## src/rtl/fifo_pkt.sv

```systemverilog
// fifo_pkt: packet-aware FIFO with commit/abort of speculative writes.
// Writes land at wr_pos and stay invisible to the reader until a commit moves
// the cm_pos boundary forward; an abort rewinds wr_pos back to cm_pos.
// All flags and counts are registered from next-state values.
// Optional feature macro: FIFO_PKT_HIGHWATER_EN (adds hw_clear / high_water).
module fifo_pkt #(
    parameter int WIDTH         = 8,
    parameter int DEPTH         = 16,
    parameter int AFULL_THRESH  = 2,
    parameter int AEMPTY_THRESH = 2,
    localparam int CNT_W        = $clog2(DEPTH + 1)
) (
    input  logic             clk,
    input  logic             rst,
    input  logic             manual_reset,
    input  logic [WIDTH-1:0] indata,
    input  logic             instrobe,
    input  logic             commit,
    input  logic             abort,
    output logic             inavail,
    output logic [CNT_W-1:0] inavail_cnt,
    output logic [WIDTH-1:0] outdata,
    input  logic             outstrobe,
    output logic             outavail,
    output logic [CNT_W-1:0] outavail_cnt,
    output logic [CNT_W-1:0] pending_cnt,
    output logic             almost_full,
    output logic             almost_empty,
    output logic             overflow,
    output logic             underflow
`ifdef FIFO_PKT_HIGHWATER_EN
    ,
    input  logic             hw_clear,
    output logic [CNT_W-1:0] high_water
`endif
);

    localparam int PTR_W = $clog2(DEPTH);
    localparam logic [PTR_W-1:0] LAST_PTR = PTR_W'(DEPTH - 1);
    localparam logic [CNT_W-1:0] DEPTH_C  = CNT_W'(DEPTH);
    localparam logic             AF_RST   = (DEPTH <= AFULL_THRESH);

    logic [WIDTH-1:0] mem_q [DEPTH];

    logic [PTR_W-1:0] wr_q, wr_d, cm_q, cm_d, rd_q, rd_d;
    logic [PTR_W-1:0] wr_nxt, rd_nxt, wr_adv;
    logic [CNT_W-1:0] cmt_q, cmt_d, pend_q, pend_d, free_q, free_d, pend_inc;
    logic             inavail_q, inavail_d, outavail_q, outavail_d;
    logic             af_q, af_d, ae_q, ae_d, ovf_q, ovf_d, unf_q, unf_d;
    logic             wr_acc, rd_acc;

    // Next-state computation: pointer moves, count bookkeeping and flags.
    always_comb begin
        wr_acc   = instrobe && inavail_q && !abort;
        rd_acc   = outstrobe && outavail_q;
        wr_nxt   = (wr_q == LAST_PTR) ? '0 : wr_q + PTR_W'(1);
        rd_nxt   = (rd_q == LAST_PTR) ? '0 : rd_q + PTR_W'(1);
        wr_adv   = wr_acc ? wr_nxt : wr_q;
        pend_inc = pend_q + CNT_W'(wr_acc);
        rd_d     = rd_acc ? rd_nxt : rd_q;
        ovf_d    = ovf_q | (instrobe && !inavail_q && !abort);
        unf_d    = unf_q | (outstrobe && !outavail_q);
        wr_d     = wr_adv;
        cm_d     = cm_q;
        pend_d   = pend_inc;
        cmt_d    = cmt_q - CNT_W'(rd_acc);
        if (abort) begin
            // Rewind the speculative pointer; any same-cycle write was ignored.
            wr_d   = cm_q;
            pend_d = '0;
        end else if (commit) begin
            // Publish everything written so far, including this cycle's word.
            cm_d   = wr_adv;
            pend_d = '0;
            cmt_d  = cmt_q + pend_inc - CNT_W'(rd_acc);
        end
        if (manual_reset) begin
            wr_d   = '0;
            cm_d   = '0;
            rd_d   = '0;
            pend_d = '0;
            cmt_d  = '0;
            ovf_d  = 1'b0;
            unf_d  = 1'b0;
        end
        free_d     = DEPTH_C - cmt_d - pend_d;
        inavail_d  = (free_d != '0);
        outavail_d = (cmt_d != '0);
        af_d       = (32'(free_d) <= 32'(AFULL_THRESH));
        ae_d       = (32'(cmt_d) <= 32'(AEMPTY_THRESH));
    end

    // State and registered status; rst clears immediately, not at the edge.
    always_ff @(posedge clk or posedge rst) begin
        if (rst) begin
            wr_q       <= '0;
            cm_q       <= '0;
            rd_q       <= '0;
            cmt_q      <= '0;
            pend_q     <= '0;
            free_q     <= DEPTH_C;
            inavail_q  <= 1'b1;
            outavail_q <= 1'b0;
            af_q       <= AF_RST;
            ae_q       <= 1'b1;
            ovf_q      <= 1'b0;
            unf_q      <= 1'b0;
        end else begin
            wr_q       <= wr_d;
            cm_q       <= cm_d;
            rd_q       <= rd_d;
            cmt_q      <= cmt_d;
            pend_q     <= pend_d;
            free_q     <= free_d;
            inavail_q  <= inavail_d;
            outavail_q <= outavail_d;
            af_q       <= af_d;
            ae_q       <= ae_d;
            ovf_q      <= ovf_d;
            unf_q      <= unf_d;
        end
    end

    // Storage array: written on accepted writes only, never cleared.
    always_ff @(posedge clk) begin
        if (wr_acc && !manual_reset) begin
            mem_q[wr_q] <= indata;
        end
    end

`ifdef FIFO_PKT_HIGHWATER_EN
    logic [CNT_W-1:0] hw_q, hw_d, occ_d;

    // Peak occupancy tracker over committed plus pending entries.
    always_comb begin
        occ_d = cmt_d + pend_d;
        if (manual_reset) begin
            hw_d = '0;
        end else if (hw_clear) begin
            hw_d = occ_d;
        end else begin
            hw_d = (occ_d > hw_q) ? occ_d : hw_q;
        end
    end

    // High-water register.
    always_ff @(posedge clk or posedge rst) begin
        if (rst) begin
            hw_q <= '0;
        end else begin
            hw_q <= hw_d;
        end
    end

    assign high_water = hw_q;
`endif

    assign outdata      = mem_q[rd_q];
    assign inavail      = inavail_q;
    assign inavail_cnt  = free_q;
    assign outavail     = outavail_q;
    assign outavail_cnt = cmt_q;
    assign pending_cnt  = pend_q;
    assign almost_full  = af_q;
    assign almost_empty = ae_q;
    assign overflow     = ovf_q;
    assign underflow    = unf_q;

endmodule

```

## config.mk

```make
export PLATFORM = sky130hd
export DESIGN_NAME = fifo_pkt
export DESIGN_NICKNAME = d
export VERILOG_FILES = /design/src/rtl/fifo_pkt.sv
export SDC_FILE = /design/constraint.sdc
export NUM_CORES = 1
export LEC_CHECK = 0
export BUFFER_PORTS_ARGS = -buffer_cell sky130_fd_sc_hd__buf_2
export CORE_MARGIN = 2
export CORE_UTILIZATION = 63
export CTS_BUF_LIST = sky130_fd_sc_hd__clkbuf_8
export CTS_CLUSTER_DIAMETER = 200
export CTS_CLUSTER_SIZE = 28
export DETAILED_ROUTE_END_ITERATION = 8
export PLACE_DENSITY = 0.82
export REMOVE_ABC_BUFFERS = 1
export SLEW_MARGIN = 20
export SYNTH_ARGS = -nofsm -noshare
export SYNTH_HDL_FRONTEND = slang
export SYNTH_SLANG_ARGS = --single-unit
```

## constraint.sdc

```tcl
create_clock -name clk -period 5.8 [get_ports clk]
set_input_delay 0.58 -clock clk [delete_from_list [all_inputs] [get_ports clk]]
set_output_delay 0.58 -clock clk [all_outputs]
set_load 0.005 [all_outputs]
```

==> flow_summary.ini <==
[finish]
fin_cells = 618
areaGrowthSynthToFinish_pct = 11.26
diodes = 0
finalNetCount = 506
drive_above_1_share_pct = 26.36

[synth]
ys.flop_type = edfxtp_1
synth_seq_area_share_pct = 67.48
synthesis.instances = 414
synthSimpleGateAreaFrac_pct = 5.745
synth_compound_area_share_pct = 4.192
synth_edf_count = 128
synth.top_cell.area_share_pct = 55.50
synth_top_family_by_area = multiplexers
synth_async_sr_flop_share_pct = 20.50
yosysWarnings = 0
synth_area_per_cell_um2 = 16.73
syn_area_um2 = 6925
ys_seq_elements = 161
synth-xor-area-share_pct = 1.644
synth.largest_area_cell = edfxtp_1
synthMuxAreaShare_pct = 13.44
synthAdderAreaFrac_pct = 4.914
ys_types = 39
synth_area_leaders = edfxtp_1, mux4_2, dfrtp_1

[die]
pin_count = 44
die_h_um = 108.8
dieArea_um2 = 11850
rows = 38
initial_core_util_pct = 64.17
die_w_um = 108.8
fp.coreArea_um2 = 10790

[routing]
firstDrtPassIters = 5
drc_errors = 0
num_vias = 3755
avgViaCountPerCell = 6.076
dr.max_layer_used = met4
dr.first_iter.drc_count = 315
ant_nets = 0
wl_met1_um = 5605
met2_length_um = 7069
wire_per_inst_um = 22.09
wl_um = 13650
dr_wl_met3_um = 660

[clock_network]
cts_buffers = 17
cts_setup_buffers = 0
htreeDepth = 4
cts_resized = 0
cts_tree = done
clk-insertion-delay-late_ns = 0.44
cts_root_buffer = clkbuf_8
cts_buffer_depth = 2
postCtsHoldBufs = 0
numClockSinks = 161
cts.clk_slew.worst_paths_ns = 0.08

[status]
status = completed

[hold_path]
hold_path_class = in -> async

[power_and_ir_drop]
p_clk_share_pct = 30.8
swShare_pct = 27.04
seqPwrFrac_pct = 48.1
switching_power_w = 0.0007520
fin_total_pwr_w = 0.002781
total_leakage_power_nw = 2.788
ir_worst_vdd_uv = 247.2
power.density_nw_per_um2 = 360.9
internal_power_w = 0.002029
power_frac_comb_pct = 21.1

[sta]
rsz0062_at_grt = no
finalMaxSlewViolations = 0
worst_slew_pin_slew_ns = 1.156
setup_violations = 0
setup_ws_ns = 1.045
layout_min_cycle_time_ns = 4.755
setup_tns_ns = 0
min_period_over_period_pct = 81.98
fin_skew_ns = 0.01202
fmax_mhz = 210.3
hold_viol_final = 0
holdWs_ns = 0.2075
slew_headroom_pct = 22.65

[worst_setup_path]
critPathKind = reg -> reg
r2r_cells = 19
cp-end-kind = flop
critPathArrivalTime_ns = 5.11
r2r-end = inavail
critical_path_required_ns = 6.16
rrSetupSlack_ns = 1.05
worstSetupStartpointType = flop
crit_fanout = 9
rr_startpoint = inavail

[placement]
hpwl_um = 8670
numPortBuffers = 43
dp_slack_ns = 0.8682
place_congestion = 0.9079
dp_cells = 586

[global_route]
grt_first_pass_wirelength_um = 21270
antenna_found_initial = 0
grt_use_total_pct = 25.53
grt_overflow = 0
grt_max_degree = 38
grt_pass1_vias = 3806

[run]
maxCapViolCount = 0
[worst max-delay path, stage by stage, from the launching register on]
cell and delay, ns:
dfstp_2 0.56, and3b_1 0.34, ha_1 0.27, ha_1 0.15, inv_1 0.06, ha_1 0.26
inv_1 0.06, fa_1 0.54, nor2_1 0.05, a211oi_1 0.43, ha_1 0.31, inv_1 0.07
ha_1 0.19, inv_1 0.06, fa_1 0.37, xnor2_1 0.15, nand2b_1 0.16, or3_1 0.34
nor3_1 0.18, mux2i_1 0.11
[kinds of logic (layout without fill, tap and decap cells)]
logic type,after synthesis,in the layout
AOI/OAI and AO/OA,42,42
xor gates and xnor gates,13,13
adders and majority gates,26,26
buffers and inverters,46,110
DFF,161,161
muxes,43,43
and+or+nand+nor,83,83
[synthesized netlist by cell type (2+ instances only)]
cell type / count
xnor2_1: 6
nand3_1: 7
nor2_1: 36
buf_2: 5
a21oi_1: 14
o211ai_1: 2
xor2_1: 7
mux4_2: 40
a211oi_1: 12
nor3b_1: 3
mux2i_1: 3
o21ai_0: 5
nand2_1: 15
nor3_1: 3
a21o_1: 2
dfstp_2: 3
or3_1: 7
and3_1: 2
ha_1: 24
nand2b_1: 4
fa_1: 2
edfxtp_1: 128
dfrtp_1: 30
inv_1: 32
clkbuf_1: 8
[final cells by class]
cell class	instances	area (µm²)
Clock buffer	19	261.5
Clock inverter	13	160.2
Fill cell	635	3088
Inverter	32	120.1
Multi-Input combinational cell	207	2076
Sequential cell	161	4674
Tap cell	140	175.2
Timing Repair Buffer	46	237.7
[routing by layer]
metal / global-route usage [%] / vias to the layer above
met3: 5.140 / 22
met5: 0 / -
met4: 10.16 / 0
met1: 33.49 / 1901
met2: 42.59 / 140
li1: - / 1692
[stage by stage]
| step | util [%] | cell area, µm² |
|---|---|---|
| after floorplan | - | 6867 |
| after global placement | 67.46 | 7281 |
| after detailed placement | 67.46 | 7281 |
| after CTS | 71.37 | 7702 |
| after global routing | 71.39 | 7705 |
| final | 71.39 | 7705 |
[state kept, by name, indices dropped and copies added, names as in the netlist]
name / flops
inavail_cnt: 5
cm_q: 4
almost_full: 1
pending_cnt: 5
underflow: 1
almost_empty: 1
rd_q: 4
overflow: 1
wr_q: 4
mem_q: 128
outavail_cnt: 5
inavail: 1
outavail: 1
[power by group through the flow]
stage	clock, W	combinational (W)	sequential (W)
floorplan	0	0.000382	0.00139
global placement	0	0.000568	0.00136
finish	0.000856	0.000587	0.00134
detailed placement	0	0.000582	0.00136
global route	0.000903	0.000655	0.00134
CTS	0.000864	0.000589	0.00134
[cells in the final DEF (no fill, tap or decap), drive strengths merged, types with 14 or more instances in the layout]
cell type  Yosys  layout
buf            6      46
edfxtp       128     128
mux4          40      40
a21oi         14      14
inv           32      35
dfrtp         30      30
nand2         15      15
nor2          36      36
ha            24      24
clkbuf         8      19
[worst max path at each step]
stage / start / endpoint / slack [ns] / cells after the start
floorplan: instrobe / inavail / 1.43 / 19
global placement: abort / inavail / 1.07 / 20
detailed placement: abort / inavail / 0.87 / 20
CTS: inavail / inavail / 1.07 / 19
global route: inavail / inavail / 0.77 / 19
finish: inavail / inavail / 1.05 / 19
No activity file was read; power rests on OpenSTA's default activity.
